## src/rtl/macc_pkg.sv

```systemverilog
// Shared defaults, state/result types and arithmetic helpers for the MAC pipeline.
package macc_pkg;

  localparam int unsigned DEF_SIZEIN  = 16;
  localparam int unsigned DEF_SIZEOUT = 40;
  localparam int unsigned DEF_LANES   = 4;
  localparam int unsigned DEF_CNT_W   = 8;
  localparam bit          DEF_SAT     = 1'b1;

  // Widest accumulator the saturate helper supports (SIZEOUT must be below this).
  localparam int unsigned SAT_MAXW = 64;

  typedef enum logic {
    IDLE,
    BUSY
  } cnt_state_e;

  typedef struct packed {
    logic                ovf;
    logic [SAT_MAXW-1:0] val;
  } sat_res_t;

  function automatic int unsigned tree_w(input int unsigned sizein, input int unsigned lanes);
    return 2 * sizein + $clog2(lanes);
  endfunction

  // wide is a sign-extended (w+1)-bit sum; clamp it into the signed w-bit range.
  function automatic sat_res_t saturate(input logic [SAT_MAXW:0] wide, input int unsigned w);
    sat_res_t                   r;
    logic signed [SAT_MAXW:0]   hi;
    logic signed [SAT_MAXW:0]   lo;
    hi = {1'b0, (SAT_MAXW'(1) << (w - 1)) - SAT_MAXW'(1)};
    lo = ~hi;
    if ($signed(wide) > hi) begin
      r.ovf = 1'b1;
      r.val = hi[SAT_MAXW-1:0];
    end else if ($signed(wide) < lo) begin
      r.ovf = 1'b1;
      r.val = lo[SAT_MAXW-1:0];
    end else begin
      r.ovf = 1'b0;
      r.val = wide[SAT_MAXW-1:0];
    end
    return r;
  endfunction

endpackage

```

## src/rtl/macc_pipe_add_tree.sv

```systemverilog
// Combinational signed adder summing LANES packed products at full growth width.
module macc_add_tree
  import macc_pkg::*;
#(
  parameter int unsigned SIZEIN = DEF_SIZEIN,
  parameter int unsigned LANES  = DEF_LANES,
  localparam int unsigned PW    = 2 * SIZEIN,
  localparam int unsigned TW    = tree_w(SIZEIN, LANES)
) (
  input  logic [LANES*PW-1:0] prod,
  output logic [TW-1:0]       sum
);

  always_comb begin
    sum = '0;
    for (int unsigned i = 0; i < LANES; i++) begin
      sum = sum + TW'($signed(prod[i*PW +: PW]));
    end
  end

endmodule

```

## src/rtl/macc_pipe.sv

```systemverilog
// Multi-lane multiply-accumulate pipeline: S0 input capture, S1 products,
// S2 lane sum, S3 grouped accumulate with optional saturation and a result hold register.
module macc_pipe
  import macc_pkg::*;
#(
  parameter int unsigned SIZEIN  = DEF_SIZEIN,
  parameter int unsigned SIZEOUT = DEF_SIZEOUT,
  parameter int unsigned LANES   = DEF_LANES,
  parameter int unsigned CNT_W   = DEF_CNT_W,
  parameter bit          SAT     = DEF_SAT
) (
  input  logic                      clk,
  input  logic                      rst_n,
  input  logic                      clear,
  input  logic [CNT_W-1:0]          cfg_len,
  input  logic                      in_valid,
  output logic                      in_ready,
  input  logic [LANES*SIZEIN-1:0]   in_a,
  input  logic [LANES*SIZEIN-1:0]   in_b,
  input  logic [LANES-1:0]          in_gate,
  input  logic                      exter,
  input  logic [SIZEOUT-1:0]        external_psum,
  output logic                      out_valid,
  input  logic                      out_ready,
  output logic [SIZEOUT-1:0]        accum_out,
  output logic                      out_sat
);

  localparam int unsigned PW = 2 * SIZEIN;
  localparam int unsigned TW = tree_w(SIZEIN, LANES);
  localparam int unsigned AW = SIZEOUT + 1;

  logic en, accept;
  assign en       = !(out_valid && !out_ready) && !clear;
  assign in_ready = en && rst_n;
  assign accept   = in_valid && in_ready;

  cnt_state_e       state;
  logic [CNT_W-1:0] cnt, len_q, len_eff;
  logic             first, last;

  // state mirrors cnt==0 so the first-beat decode stays a single flop
  always_comb begin
    first   = (state == IDLE);
    len_eff = first ? ((cfg_len == '0) ? CNT_W'(1) : cfg_len) : len_q;
    last    = (cnt == len_eff - CNT_W'(1));
  end

  logic                      s0_valid, s0_first, s0_last;
  logic [LANES*SIZEIN-1:0]   s0_a, s0_b;
  logic [LANES-1:0]          s0_gate;
  logic [SIZEOUT-1:0]        s0_seed;

  logic                      s1_valid, s1_first, s1_last;
  logic [LANES*PW-1:0]       s1_prod, prod_d;
  logic [SIZEOUT-1:0]        s1_seed;

  logic                      s2_valid, s2_first, s2_last;
  logic [TW-1:0]             s2_sum, tree_sum;
  logic [SIZEOUT-1:0]        s2_seed;

  logic [SIZEOUT-1:0]        acc;
  logic                      sticky;

  always_comb begin
    prod_d = '0;
    for (int unsigned i = 0; i < LANES; i++) begin
      if (!s0_gate[i]) begin
        prod_d[i*PW +: PW] = PW'($signed(s0_a[i*SIZEIN +: SIZEIN]))
                           * PW'($signed(s0_b[i*SIZEIN +: SIZEIN]));
      end
    end
  end

  macc_add_tree #(
    .SIZEIN (SIZEIN),
    .LANES  (LANES)
  ) u_add_tree (
    .prod (s1_prod),
    .sum  (tree_sum)
  );

  logic [AW-1:0]       base_ext, sum_ext, wide;
  logic [SIZEOUT-1:0]  acc_next;
  logic                ovf, sticky_next;
  sat_res_t            sr;
  logic                unused_bits;

  // First-tagged beats restart from the seed, so the previous acc never leaks in.
  always_comb begin
    base_ext = s2_first ? {s2_seed[SIZEOUT-1], s2_seed} : {acc[SIZEOUT-1], acc};
    sum_ext  = {{(AW-TW){s2_sum[TW-1]}}, s2_sum};
    wide     = base_ext + sum_ext;
    sr       = saturate({{(SAT_MAXW-SIZEOUT){wide[AW-1]}}, wide}, SIZEOUT);
    if (SAT) begin
      acc_next = sr.val[SIZEOUT-1:0];
      ovf      = sr.ovf;
    end else begin
      acc_next = wide[SIZEOUT-1:0];
      ovf      = 1'b0;
    end
    sticky_next = (s2_first ? 1'b0 : sticky) | ovf;
  end

  assign unused_bits = ^sr;

  always_ff @(posedge clk) begin
    if (!rst_n) begin
      state     <= IDLE;
      cnt       <= '0;
      len_q     <= '0;
      s0_valid  <= 1'b0;
      s0_first  <= 1'b0;
      s0_last   <= 1'b0;
      s0_a      <= '0;
      s0_b      <= '0;
      s0_gate   <= '0;
      s0_seed   <= '0;
      s1_valid  <= 1'b0;
      s1_first  <= 1'b0;
      s1_last   <= 1'b0;
      s1_prod   <= '0;
      s1_seed   <= '0;
      s2_valid  <= 1'b0;
      s2_first  <= 1'b0;
      s2_last   <= 1'b0;
      s2_sum    <= '0;
      s2_seed   <= '0;
      acc       <= '0;
      sticky    <= 1'b0;
      out_valid <= 1'b0;
      accum_out <= '0;
      out_sat   <= 1'b0;
    end else if (clear) begin
      state     <= IDLE;
      cnt       <= '0;
      s0_valid  <= 1'b0;
      s1_valid  <= 1'b0;
      s2_valid  <= 1'b0;
      out_valid <= 1'b0;
    end else if (en) begin
      if (accept) begin
        if (first) len_q <= len_eff;
        if (last) begin
          cnt   <= '0;
          state <= IDLE;
        end else begin
          cnt   <= cnt + CNT_W'(1);
          state <= BUSY;
        end
      end
      s0_valid <= accept;
      s0_first <= first;
      s0_last  <= last;
      s0_a     <= in_a;
      s0_b     <= in_b;
      s0_gate  <= in_gate;
      s0_seed  <= exter ? external_psum : '0;

      s1_valid <= s0_valid;
      s1_first <= s0_first;
      s1_last  <= s0_last;
      s1_prod  <= prod_d;
      s1_seed  <= s0_seed;

      s2_valid <= s1_valid;
      s2_first <= s1_first;
      s2_last  <= s1_last;
      s2_sum   <= tree_sum;
      s2_seed  <= s1_seed;

      if (s2_valid) begin
        acc    <= acc_next;
        sticky <= sticky_next;
      end
      // en implies any pending result is being taken this cycle
      if (s2_valid && s2_last) begin
        out_valid <= 1'b1;
        accum_out <= acc_next;
        out_sat   <= sticky_next;
      end else begin
        out_valid <= 1'b0;
      end
    end
  end

endmodule

```

## config.mk

```make
export PLATFORM = sky130hd
export DESIGN_NAME = macc_pipe
export DESIGN_NICKNAME = d
export VERILOG_FILES = /design/src/rtl/macc_pkg.sv /design/src/rtl/macc_pipe_add_tree.sv /design/src/rtl/macc_pipe.sv
export SDC_FILE = /design/constraint.sdc
export NUM_CORES = 2
export LEC_CHECK = 0
export ABC_AREA = 1
export CELL_PAD_IN_SITES_DETAIL_PLACEMENT = 1
export CELL_PAD_IN_SITES_GLOBAL_PLACEMENT = 1
export CORE_ASPECT_RATIO = 0.75
export CORE_MARGIN = 4
export CORE_UTILIZATION = 46
export CTS_CLUSTER_DIAMETER = 40
export CTS_CLUSTER_SIZE = 24
export DETAILED_ROUTE_END_ITERATION = 6
export PLACE_DENSITY = 0.84
export SYNTH_ARGS = -nofsm -noshare
export SYNTH_HDL_FRONTEND = slang
export SYNTH_SLANG_ARGS = --single-unit
```

## constraint.sdc

```tcl
create_clock -name clk -period 13.1 [get_ports clk]
set_input_delay 3.275 -clock clk [delete_from_list [all_inputs] [get_ports clk]]
set_output_delay 3.275 -clock clk [all_outputs]
set_load 0.01 [all_outputs]
```

### After elaboration in Yosys (flattened, before gate mapping)

Cells that the tools add are included.

* $add $sub $neg: 6
* multipliers: 4
* order comparisons: 2
* equality and inequality tests: 1
* mux-type cells: 14
* bitwise logic cells: 4
* reductions and logical operators: 15

Operators by type and width (count)
* 65-bit 2-to-1 mux: 2
* 16-bit by 16-bit multiplier with 32-bit output: 4
* 32-bit 2-to-1 mux: 4
* 34-bit adder: 2
* 41-bit adder: 1
* 41-bit by 40-bit > comparator with 1-bit output (second input constant): 1
* 41-bit by 40-bit less-than comparator with 1-bit output (second input constant): 1
* 41-bit 2-to-1 mux: 1
* 40-bit 2-to-1 mux: 1
* 32-bit by 32-bit adder with 33-bit output: 1
* 8-bit 2-to-1 mux: 3
* 8-bit by 1-bit adder with 8-bit output (second input constant): 1
* 8-bit equality test: 1
* 8-bit logical NOT: 1
* 8-bit by 1-bit subtractor with 8-bit output (second input constant): 1
* 3-bit AND reduction: 2
* 1-bit logical AND: 5
* 2-bit AND reduction: 2
* 4-bit AND reduction: 1
* 1-bit logical NOT: 3
* 1-bit 2-to-1 mux: 3
* 1-bit NOT: 3
* 2-bit OR reduction: 1
* 1-bit OR: 1

* register bits: 523
* input port bits: 186
* output and inout port bits: 43

### Longest topological paths before layout

* word-level depth: 7
* mapped depth: 27

### Modules after synthesis

From an unflattened synthesis, not the netlist that was laid out.

* cells, all modules: 9343
* area, all modules: 68414.4 µm²

Modules (own cells, without submodules)
* macc_pipe: times used 1, cells each 8586, area each 64053.9 µm², sequential area each 10470.0 µm²
* macc_add_tree: times used 1, cells each 757, area each 4360.4 µm², sequential area each 0.0 µm²

### Worst setup path after synthesis

Ideal clock, no wire load.

* kind: input -> output
* from: input port rst_n
* to: output port in_ready
* arrival time: 3840 ps
* required time: 9825 ps
* path slack: 5985 ps
* stages: 5
* path buffers: 1
* cell sequence: buf_2 > inv_2 > nor2_1 > inv_2 > nor2_4

* longest elaborated chain between the ends: 1

RTL lines
* from (decl): RTL line macc_pipe.sv:13 `input logic rst_n,`
* 1-bit logical AND: RTL line macc_pipe.sv:35 `assign in_ready = en && rst_n;`
* to (decl): RTL line macc_pipe.sv:17 `output logic in_ready,`

No other way between the ends.

### Worst setup path in the final report

Same ends and word-level chain as after synthesis.

==> impl_metrics.tcl <==
set metrics [dict create \
    avgSynthCellArea_um2 7.32 \
    skew_ns 0.0353 \
    cap_violations 0 \
    finalSetupTns_ns 0 \
    syn2layout_area_growth_pct 9.10 \
    pwr_density_cell_mw_per_mm2 142 \
    place_hpwl_um 179000 \
    vias 60200 \
    async_reset_ff_share_pct 0 \
    timing.final.crit_share_pct 66.2 \
    insertion_delay_ns 0.72 \
    syn_area_mm2 0.0690 \
    synthFlopType "dfxtp_1" \
    setup_violations 0 \
    outcome "finished clean" \
    cts-resized-gates 0 \
    grt_pass1_vias 66900 \
    die_w_um 455 \
    clkSlewWorstSetupHoldPaths_ns 0.06 \
    ant_nets 0 \
    grt_setup_unrepaired "false" \
    whs_path_depth 2 \
    worstMarginPinSlew_ns 1.04 \
    power.leakage_nw 41.2 \
    via_per_inst 5.28 \
    reg2regPathDepth 18 \
    synth_nets 11100 \
    remaining_drc_errors 0 \
    crit_type "primary input to output pin" \
    holdPathEnd "len_q[4]$_SDFFE_PN0P_" \
    ys_top_cells_by_area "fa_1 31%, dfxtp_1 15%, inv_1 12%" \
    yosys_register_bits 523 \
    crit_fanout 49 \
    final_util_pct 50.8 \
    postSynthCellCount 9434 \
    synthDistinctLibCells 53 \
    max-vdd-ir-drop_mv 0.101 \
    routedWlPerCell_um 19.6 \
    synth_top_area_cell "fa_1" \
    fin_total_pwr_mw 10.7 \
    endpoint_kind "output pin" \
    cts_hold_buf 0 \
    wirelength_um 223000 \
    synth-edff-count 0 \
    nNetsFinal 11000 \
    cts_buffer_depth 3 \
    slew_headroom_pct 30.6 \
    htreeDepth 3 \
    hp-class "flip-flop to flip-flop" \
    drt_iter0_drc 3811 \
    fmax_ghz 0.115 \
    yosysTopAreaCellShare_pct 31.4 \
    yosysWarnings 0 \
    fin_ws_ns 4.43 \
    grt-ovfl-total 0 \
    dieArea_mm2 0.156 \
    hold_violations 0 \
    cts.sinks 523 \
    reg2reg_from "s0_b[2]$_SDFFE_PN0P_" \
    pin_count 229 \
    grt_pass1_wl_um 361000 \
    yosysSeqAreaShare_pct 15.2 \
    final_common_cell "inv_1" \
    grt_antenna_before_repair 2 \
    cts_root_buffer "clkbuf_16" \
    crit_path_start_kind "primary input" \
    period_needed_ns 8.67 \
    fin_cells 11400 \
    post_cts_buffers 0 \
    core_mm2 0.148 \
    numCtsBuffers 82 \
    min-delay-start "len_q[4]$_SDFFE_PN0P_" \
    portBuffers 228 \
    core.rowCount 122 \
    start_util_pct 46.5 \
    grt_usage_pct 29.0 \
    drt_pass1_iterations 5 \
    final_cell_mix "2,232 x inv_1, 2,050 x nand2_1, 1,084 x fa_1, 805 x nor2_1, 522 x dfxtp_1" \
    final_area_mm2 0.0753 \
    hold_ws_ns 0.461 \
    cts_tree "done" \
    r2r_end "s1_prod[25]$_SDFFE_PN0P_" \
    place.gp.congestion 0.941 \
    cp.arrival_ns 5.39 \
    dpl_cell_area_mm2 0.0723 \
    die_h_um 344 \
    drv_slew 0 \
    ff2ff_setup_slack_ns 6.34 \
    grt_start_max_net_pins 121 \
    dp.cells 11200 \
    place_ws_ns 4.41 \
    cp_data_required_time_ns 9.82 \
    layout-drive-gt1-share_pct 2.95 \
    fillers 18700 \
]
==> worst max-delay path by stage <==
stage	depth (start not counted)	to	slack (ns)	from
2_1_floorplan	5	in_ready	5.99	rst_n
5_1_grt	6	in_ready	4.28	rst_n
3_3_place_gp	6	in_ready	4.52	rst_n
6_report	6	in_ready	4.43	rst_n
3_5_place_dp	6	in_ready	4.41	rst_n
4_1_cts	6	in_ready	4.46	rst_n
==> worst max-delay path, cell delays in order <==
cell,delay (ns)
buf_8,0.26
inv_6,0.23
nor2_1,0.69
inv_2,0.15
nor2_4,0.17
clkdlybuf4s50_1,0.56
==> registers in the layout (all words and copies together), names as in the netlist, 4 cells and up <==
signal and count:
s0_a 64, s2_seed 40, len_q 8, s0_gate 4, s1_prod 128, accum_out 40
acc 40, s1_seed 40, s2_sum 34, cnt 8, s0_b 64, s0_seed 40
==> layout make-up <==
class	count	area, um^2	share of cell area [%]
inverter	2246	8440	11.2
clock buffer	93	2130	2.83
antenna	2	5.00	0.00664
sequential	523	10500	13.9
multi-input combinational	6225	48400	64.2
clock inverter	60	857	1.14
tap	1984	2480	3.30
timing repair buffer	265	2560	3.41
==> layer usage <==
layer  part of all wire (%)  global-route usage, %  wire, um  up-vias
li1                       -                      -         -    27900
met1                     45                   39.5     99900    30500
met2                     48                   48.8    106000     1490
met3                    5.4                   4.01     12000      348
met4                    2.4                   7.07      5280        0
met5                      0                      0         0        -
==> Yosys cell counts, types with 13 or more instances <==
master    number
or2_2         47
buf_6         13
nand2_1     2050
o21a_1        48
inv_2         13
fa_1        1084
a21o_1        38
nand3b_1      16
o21bai_1      42
buf_2         26
a21oi_1      520
xor2_1        72
nor3_1        41
clkbuf_1     395
inv_1       2232
a31oi_1       14
dfxtp_1      523
nand4_1       47
ha_1         434
o211ai_1      20
nand3_1      336
o21ai_0      476
nor2_1       805
xnor2_1       51
==> where the power goes <==
group | internal, mW | leakage (nW) | switching [mW] | total, mW
Clock | 1.42 | 1.43 | 0.969 | 2.39
Combinational | 2.15 | 35.5 | 4.01 | 6.16
Sequential | 1.80 | 4.30 | 0.336 | 2.13
==> kinds of logic (layout without fill, tap and decap cells) <==
logic type / after synthesis / in the layout / share of synthesized area [%]
adders and majority gates: 1518 / 1518 / 39.3
muxes: 1 / 1 / 0.0145
other: 0 / 2 / 0
AOI/OAI and AO/OA: 1199 / 1199 / 9.42
xor gates and xnor gates: 123 / 123 / 1.56
and+or+nand+nor: 3384 / 3384 / 19.7
buffers and inverters: 2686 / 2664 / 14.8
DFF: 523 / 523 / 15.2
No activity file was read; power rests on OpenSTA's default activity.
